$ cat src/rtl/piso_shift_tx.sv
// -----------------------------------------------------------------------------
// piso_shift_tx
//
// Parallel-in, serial-out shift transmitter. A WIDTH-bit word is accepted
// through a Load/Ready handshake and sent MSB-first on Q, one bit per Clock.
// The serial line idles high, and Qn is always the complement of Q.
// Back-to-back frames are gap-free: a Load accepted at the edge that ends
// the last bit starts the next frame on the very next cycle.
//
// Optional feature (compile-time macro PISO_PARITY_EN):
//   When it is defined, an even-parity bit (the XOR of all data bits,
//   computed at capture) follows D[0]. That makes the frame WIDTH+1 bits
//   long, and Done/Ready move to the parity-bit cycle.
//
// Ports:
//   Clock  in   rising-edge clock
//   Reset  in   asynchronous, active-low reset
//   D      in   parallel word, sampled only when Load & Ready at an edge
//   Load   in   request to transmit D
//   Ready  out  transmitter accepts a word at the coming edge
//   Q      out  serial data, idles high
//   Qn     out  complement of Q, including during reset
//   Busy   out  a frame bit is on Q this cycle
//   Done   out  single-cycle pulse coincident with the last frame bit
//
// All outputs come directly from flip-flops.
// -----------------------------------------------------------------------------
module piso_shift_tx #(
    parameter int WIDTH = 8
) (
    input  logic             Clock,
    input  logic             Reset,
    input  logic [WIDTH-1:0] D,
    input  logic             Load,
    output logic             Ready,
    output logic             Q,
    output logic             Qn,
    output logic             Busy,
    output logic             Done
);

`ifdef PISO_PARITY_EN
    localparam int FRAME = WIDTH + 1;
`else
    localparam int FRAME = WIDTH;
`endif
    localparam int CNT_W = $clog2(FRAME);

    typedef enum logic [0:0] {
        IDLE  = 1'b0,
        SHIFT = 1'b1
    } state_t;

    // The even-parity bit makes the XOR of data bits plus parity bit zero.
    function automatic logic even_parity(input logic [WIDTH-1:0] data);
        return ^data;
    endfunction

    state_t             state_r, state_s;
    logic [FRAME-1:0]   shreg_r, shreg_s;
    logic [CNT_W-1:0]   cnt_r,   cnt_s;
    logic               q_r,     q_s;
    logic               qn_r;
    logic               busy_r,  busy_s;
    logic               done_r,  done_s;
    logic               ready_r, ready_s;
    logic [FRAME-1:0]   frame_s;
    logic               accept_s;
    logic               last_s;

    // Assemble the frame that would be captured: data word, plus parity bit if enabled.
    always_comb begin
`ifdef PISO_PARITY_EN
        frame_s = {D, even_parity(D)};
`else
        frame_s = D;
`endif
    end

    // Next-state and next-output logic.
    // The first frame bit goes straight into q_r at the accepting edge. The
    // shift register therefore holds only the bits that are still to be sent,
    // and the MSB of that register becomes the next Q.
    always_comb begin
        state_s  = state_r;
        shreg_s  = shreg_r;
        cnt_s    = cnt_r;
        q_s      = q_r;
        busy_s   = busy_r;
        done_s   = 1'b0;
        ready_s  = ready_r;
        accept_s = Load & ready_r;
        last_s   = 1'b0;

        case (state_r)
            IDLE: begin
                if (accept_s) begin
                    state_s = SHIFT;
                    q_s     = frame_s[FRAME-1];
                    shreg_s = {frame_s[FRAME-2:0], 1'b0};
                    cnt_s   = CNT_W'(FRAME - 1);
                    busy_s  = 1'b1;
                    done_s  = 1'b0;
                    ready_s = 1'b0;
                end else begin
                    state_s = IDLE;
                    q_s     = 1'b1;
                    shreg_s = {FRAME{1'b0}};
                    cnt_s   = {CNT_W{1'b0}};
                    busy_s  = 1'b0;
                    done_s  = 1'b0;
                    ready_s = 1'b1;
                end
            end
            SHIFT: begin
                if (cnt_r != {CNT_W{1'b0}}) begin
                    // Mid-frame. Ready is low here, so Load is ignored.
                    last_s  = (cnt_r == CNT_W'(1));
                    state_s = SHIFT;
                    q_s     = shreg_r[FRAME-1];
                    shreg_s = {shreg_r[FRAME-2:0], 1'b0};
                    cnt_s   = cnt_r - CNT_W'(1);
                    busy_s  = 1'b1;
                    done_s  = last_s;
                    ready_s = last_s;
                end else if (accept_s) begin
                    // The last bit is ending and a new word is waiting, so the next frame starts with no gap.
                    state_s = SHIFT;
                    q_s     = frame_s[FRAME-1];
                    shreg_s = {frame_s[FRAME-2:0], 1'b0};
                    cnt_s   = CNT_W'(FRAME - 1);
                    busy_s  = 1'b1;
                    done_s  = 1'b0;
                    ready_s = 1'b0;
                end else begin
                    state_s = IDLE;
                    q_s     = 1'b1;
                    shreg_s = {FRAME{1'b0}};
                    cnt_s   = {CNT_W{1'b0}};
                    busy_s  = 1'b0;
                    done_s  = 1'b0;
                    ready_s = 1'b1;
                end
            end
            default: begin
                state_s = IDLE;
                q_s     = 1'b1;
                shreg_s = {FRAME{1'b0}};
                cnt_s   = {CNT_W{1'b0}};
                busy_s  = 1'b0;
                done_s  = 1'b0;
                ready_s = 1'b1;
            end
        endcase
    end

    // State, datapath and output registers, with asynchronous active-low reset.
    always_ff @(posedge Clock or negedge Reset) begin
        if (!Reset) begin
            state_r <= IDLE;
            shreg_r <= {FRAME{1'b0}};
            cnt_r   <= {CNT_W{1'b0}};
            q_r     <= 1'b1;
            qn_r    <= 1'b0;
            busy_r  <= 1'b0;
            done_r  <= 1'b0;
            ready_r <= 1'b1;
        end else begin
            state_r <= state_s;
            shreg_r <= shreg_s;
            cnt_r   <= cnt_s;
            q_r     <= q_s;
            qn_r    <= ~q_s;
            busy_r  <= busy_s;
            done_r  <= done_s;
            ready_r <= ready_s;
        end
    end

    assign Q     = q_r;
    assign Qn    = qn_r;
    assign Busy  = busy_r;
    assign Done  = done_r;
    assign Ready = ready_r;

endmodule

$ cat config.mk
export PLATFORM = sky130hd
export DESIGN_NAME = piso_shift_tx
export DESIGN_NICKNAME = d
export VERILOG_FILES = /design/src/rtl/piso_shift_tx.sv
export SDC_FILE = /design/constraint.sdc
export NUM_CORES = 1
export LEC_CHECK = 0
export ABC_AREA = 1
export CAP_MARGIN = 20
export CORE_AREA = 2 2 51 53
export CTS_CLUSTER_SIZE = 16
export DETAILED_ROUTE_END_ITERATION = 10
export DIE_AREA = 0 0 53 55
export DONT_BUFFER_PORTS = 1
export SLEW_MARGIN = 20
export SYNTH_ARGS = -nofsm -noshare
export SYNTH_HDL_FRONTEND = slang
export SYNTH_SLANG_ARGS = --single-unit
$ cat constraint.sdc
create_clock -name Clock -period 1.3 [get_ports Clock]
set_clock_uncertainty 0.05 [all_clocks]
set_input_delay 0.13 -clock Clock [delete_from_list [all_inputs] [get_ports Clock]]
set_output_delay 0.13 -clock Clock [all_outputs]
set_load 0.005 [all_outputs]
# Yosys cells after proc, flatten, opt, wreduce, memory -nomap -nowiden
# Index checks and enable logic that the tools add are counted.
# totals
regBits	16
output_inout_bits	5
# classes
n_addsub	1
n_eq_ne	1
muxes	17
bitwise_logic	3
reduce_logical	1
# ops
op	n
8-bit two-way mux	2
8-bit one-hot mux with 2 select lines	1
1-bit one-hot mux with 2 select lines	4
1-bit two-way mux	7
3-bit two-way mux	2
3-bit one-hot mux with 2 select lines	1
3-bit by 1-bit equality test with 1-bit output (second input constant)	1
3-bit nonzero test	1
3-bit by 1-bit subtractor with 3-bit output (second input constant)	1
1-bit NOT	2
1-bit bitwise AND	1

# Logic depth before layout (Yosys ltp)
# depth
ltp_word	5
depth_mapped	8
mapped_depth_nobuf	7

# Worst setup path before layout
# No wires, ideal clock.
# synth_path
kind	register to register
start	register cnt_r[0]
end	register cnt_r[2]
setup_time_ns	0.119
arrival_ns	1.026
slack_ns	0.105
path_stages_with_launch	8
path_buffers	1
period_less_slack_ns	1.195
path_cell_list	dfrtp_1 inv_1 ha_1 nand2_4 nand2_4 buf_6 nor2_1 nor2_1
# synth_between
elab_chain_cells	3
word_cells_on_any_way	4
classes_between	1 x add/sub; 2 x mux; 1 x reduce/logical
# synth_lines
item	line_no	rtl
start: declaration	61	logic [CNT_W-1:0] cnt_r, cnt_s;
start signal: assignment	162	cnt_r <= {CNT_W{1'b0}};
start signal: assignment	171	cnt_r <= cnt_s;
3-bit by 1-bit subtractor with 3-bit output or 3-bit nonzero test (tied branches)	122, 116	
3-bit two-way mux (*)	116	if (cnt_r != {CNT_W{1'b0}}) begin
3-bit one-hot mux with 2 select lines (*)	95	case (state_r)
via cnt_s[2]	61	
# The timed path passes the listed nets; every way through them passes the cells marked *.

# Worst setup path after layout
# layout_path
start	register cnt_r[0]
end	register shreg_r[2]
# layout_between
elab_chain_cells	3
# layout_lines
item	line_no	rtl
3-bit nonzero test	116	
8-bit two-way mux	116	
8-bit one-hot mux with 2 select lines	95	
via shreg_s[2]	60	logic [FRAME-1:0] shreg_r, shreg_s;
end signal: assignment	161	shreg_r <= {FRAME{1'b0}};
end signal: assignment	170	shreg_r <= shreg_s;
end: declaration	60	
# The timed path passes the listed nets, and every way through them passes these cells.

==> results.sh <==
export IMPL_status="completed"
export IMPL_worst_r2r_setup_slack_ns=0.07
export IMPL_core_sq_um=2360
export IMPL_grt_pass1_vias=466
export IMPL_maxSlewHeadroom=0.555
export IMPL_clk_pin_slew_ns=0.09
export IMPL_synth_area_leaders="dfrtp_1 49%, nand2_1 12%, dfstp_2 8.0%, nand3_1 6.1%, ha_1 5.7%"
export IMPL_dp_hpwl_microns=892
export IMPL_rows=18
export IMPL_p_per_area_nw_per_um2=2370
export IMPL_chipWidth_microns=53
export IMPL_die_h_microns=55
export IMPL_syn_to_final_growth_pct=36.4
export IMPL_vias_per_cell=4.11
export IMPL_grt_total_usage=0.0998
export IMPL_ys_ff_latch=15
export IMPL_fin_area_sq_um=900
export IMPL_final_util=0.380
export IMPL_worst_setup_path_start_kind="flop"
export IMPL_globalRouteOverflowTotal=0
export IMPL_min_period_ns=1.23
export IMPL_drtIter0Drc=5
export IMPL_globalplace_congestion=0.756
export IMPL_irDropWorstVdd_v=0.00116
export IMPL_diodes=0
export IMPL_drc=0
export IMPL_grt_max_degree=16
export IMPL_cp_required_ns=1.43
export IMPL_io_buffer_count=0
export IMPL_yosysSeqAreaShare=0.573
export IMPL_wl_mm=1.32
export IMPL_yosys_area_top_type="dfrtp_1"
export IMPL_timing_rr_end="shreg_r[2]"
export IMPL_vias=493
export IMPL_endpoint_kind="flop"
export IMPL_placed_area_sq_um=716
export IMPL_clock_fmax_mhz=813
export IMPL_cts_max_path_buffers=2
export IMPL_hold_depth=2
export IMPL_dieArea_sq_um=2920
export IMPL_final_nets=105
export IMPL_grt_pass1_wl_mm=2.01
export IMPL_syn_avg_cell_area_sq_um=9.56
export IMPL_io_pins=16
export IMPL_clk_insertion_delay_late_ns=0.28
export IMPL_drive_gt1_frac=0.300
export IMPL_r2r_cells=7
export IMPL_critPathKind="flop to flop"
export IMPL_critical_path_arrival_ns=1.36
export IMPL_cts_tree="done"
export IMPL_worstMarginPinSlew_ns=0.665
export IMPL_cts_buffers=3
export IMPL_synth_fp_nets=83
export IMPL_drt_pass1_iterations=3
export IMPL_synthCells=69
export IMPL_htreeDepth=1
export IMPL_route_detailed_wl_per_inst_microns=11.0
export IMPL_critPathMaxFanout=8
export IMPL_grt_setup_unrepaired="yes"
export IMPL_synth_edf_count=0
export IMPL_max_cap_viol_count=0
export IMPL_clock_root_buffer="clkbuf_4"
export IMPL_r2r_start="cnt_r[0]"
export IMPL_initial_utilization=0.279
export IMPL_setup_viol=0
export IMPL_synth_most_common_cell="nand2_1"
export IMPL_synth_cell_type_count=14
export IMPL_netlist_area_leader_share=0.493
export IMPL_p_leak_uw=0.000467
export IMPL_synth_main_ff_cell="dfrtp_1"
export IMPL_drv_slew=0
export IMPL_total_power_uw=2130
export IMPL_clock_sinks=15
export IMPL_antenna_found_initial=0
export IMPL_hold_path_class="input port to flop"
export IMPL_hold_end="Busy"
export IMPL_async_flop_share=1.00
export IMPL_period_share=0.946
export IMPL_drtAntennaViolNets=0
export IMPL_hold_viol=0
export IMPL_ys_warn_count=0
export IMPL_synth_common_cells="21 x nand2_1, 13 x dfrtp_1, 8 x nand3_1"
export IMPL_synth_area_sq_um=659
export IMPL_min_delay_start="Load"
state kept, by name, indices dropped and copies added (netlist names):
| signal | count |
|---|---|
| Busy | 1 |
| Done | 1 |
| Q | 1 |
| Qn | 1 |
| Ready | 1 |
| cnt_r | 3 |
| shreg_r | 7 |
cell type report:
class | instances | area, sq um
sequential | 15 | 378
inverter | 9 | 37.5
tap | 30 | 37.5
fill | 241 | 1470
clock buffer | 4 | 26.3
timing repair buffer | 18 | 158
multi-input combinational | 44 | 263
metal layers:
layer	track usage	vias up	wire length [microns]
met5	0	-	0
met4	0.0128	0	0
met3	0.0484	0	75
met2	0.183	16	685
met1	0.107	224	557
li1	-	253	-
cell families after synthesis:
kind of cell / share of synthesized area
AO/OA/AOI/OAI: 0.0209
AND/OR/NAND/NOR: 0.281
flip-flops: 0.573
buffers and inverters: 0.0683
adder cells (fa/ha/maj): 0.0569
stage by stage:
stage,instances,hold slack (ns),worst slack (ns),TNS (ns)
after floorplan,69,-0.216,0.105,0
after global placement,102,-0.215,0.0565,0
after detailed placement,102,-0.215,0.0352,0
after CTS,115,0.0771,0.0149,0
after global routing,120,0.0916,-0.0293,-0.0776
final,120,0.0810,0.0707,0
cells in the final DEF, fill, tap and decap left out:
cell           synthesis  layout
nand3_1                8       8
ha_1                   3       2
nand2_8                0       1
a21oi_1                1       1
nand2_1               21      19
nand2_4                3       2
buf_4                  0       9
ha_4                   0       1
nor2_1                 5       5
nand3b_1               1       1
inv_1                  7       4
o21ai_2                1       1
inv_2                  2       4
clkinvlp_4             0       1
dfstp_2                2       2
nand2_2                1       3
clkbuf_4               0       3
dfrtp_1               13      13
dlygate4sd3_1          0       9
clkbuf_1               0       1
timing repair:
action	in CTS	in global routing
endpoints found under the hold margin	23	0
hold buffers	9	0
setup endpoints to repair	0	11
resized for setup	0	8
setup buffers	0	5
power breakdown:
group	internal (uW)	switching (uW)	leakage [uW]
Combinational	485	585	0.000264
Sequential	684	110	0.000188
Clock	119	144	0.0000150
worst max path at each step:
| stage | startpoint | to | slack, ns | cells past startpoint |
|---|---|---|---|---|
| 2_1_floorplan | cnt_r[0] | cnt_r[2] | 0.10 | 7 |
| 3_3_place_gp | cnt_r[0] | shreg_r[3] | 0.06 | 7 |
| 3_5_place_dp | cnt_r[0] | shreg_r[4] | 0.04 | 7 |
| 4_1_cts | cnt_r[0] | shreg_r[4] | 0.01 | 7 |
| 5_1_grt | cnt_r[0] | shreg_r[2] | -0.03 | 7 |
| 6_report | cnt_r[0] | shreg_r[2] | 0.07 | 7 |
worst max-delay path, cell delays in order (launching register included):
cell and delay, ns:
dfrtp_1 0.40, inv_2 0.08, ha_4 0.13, nand2_4 0.07
nand2_8 0.09, clkinvlp_4 0.15, nand2_1 0.10, nand2_1 0.05
No activity file was read; power rests on OpenSTA's default activity.
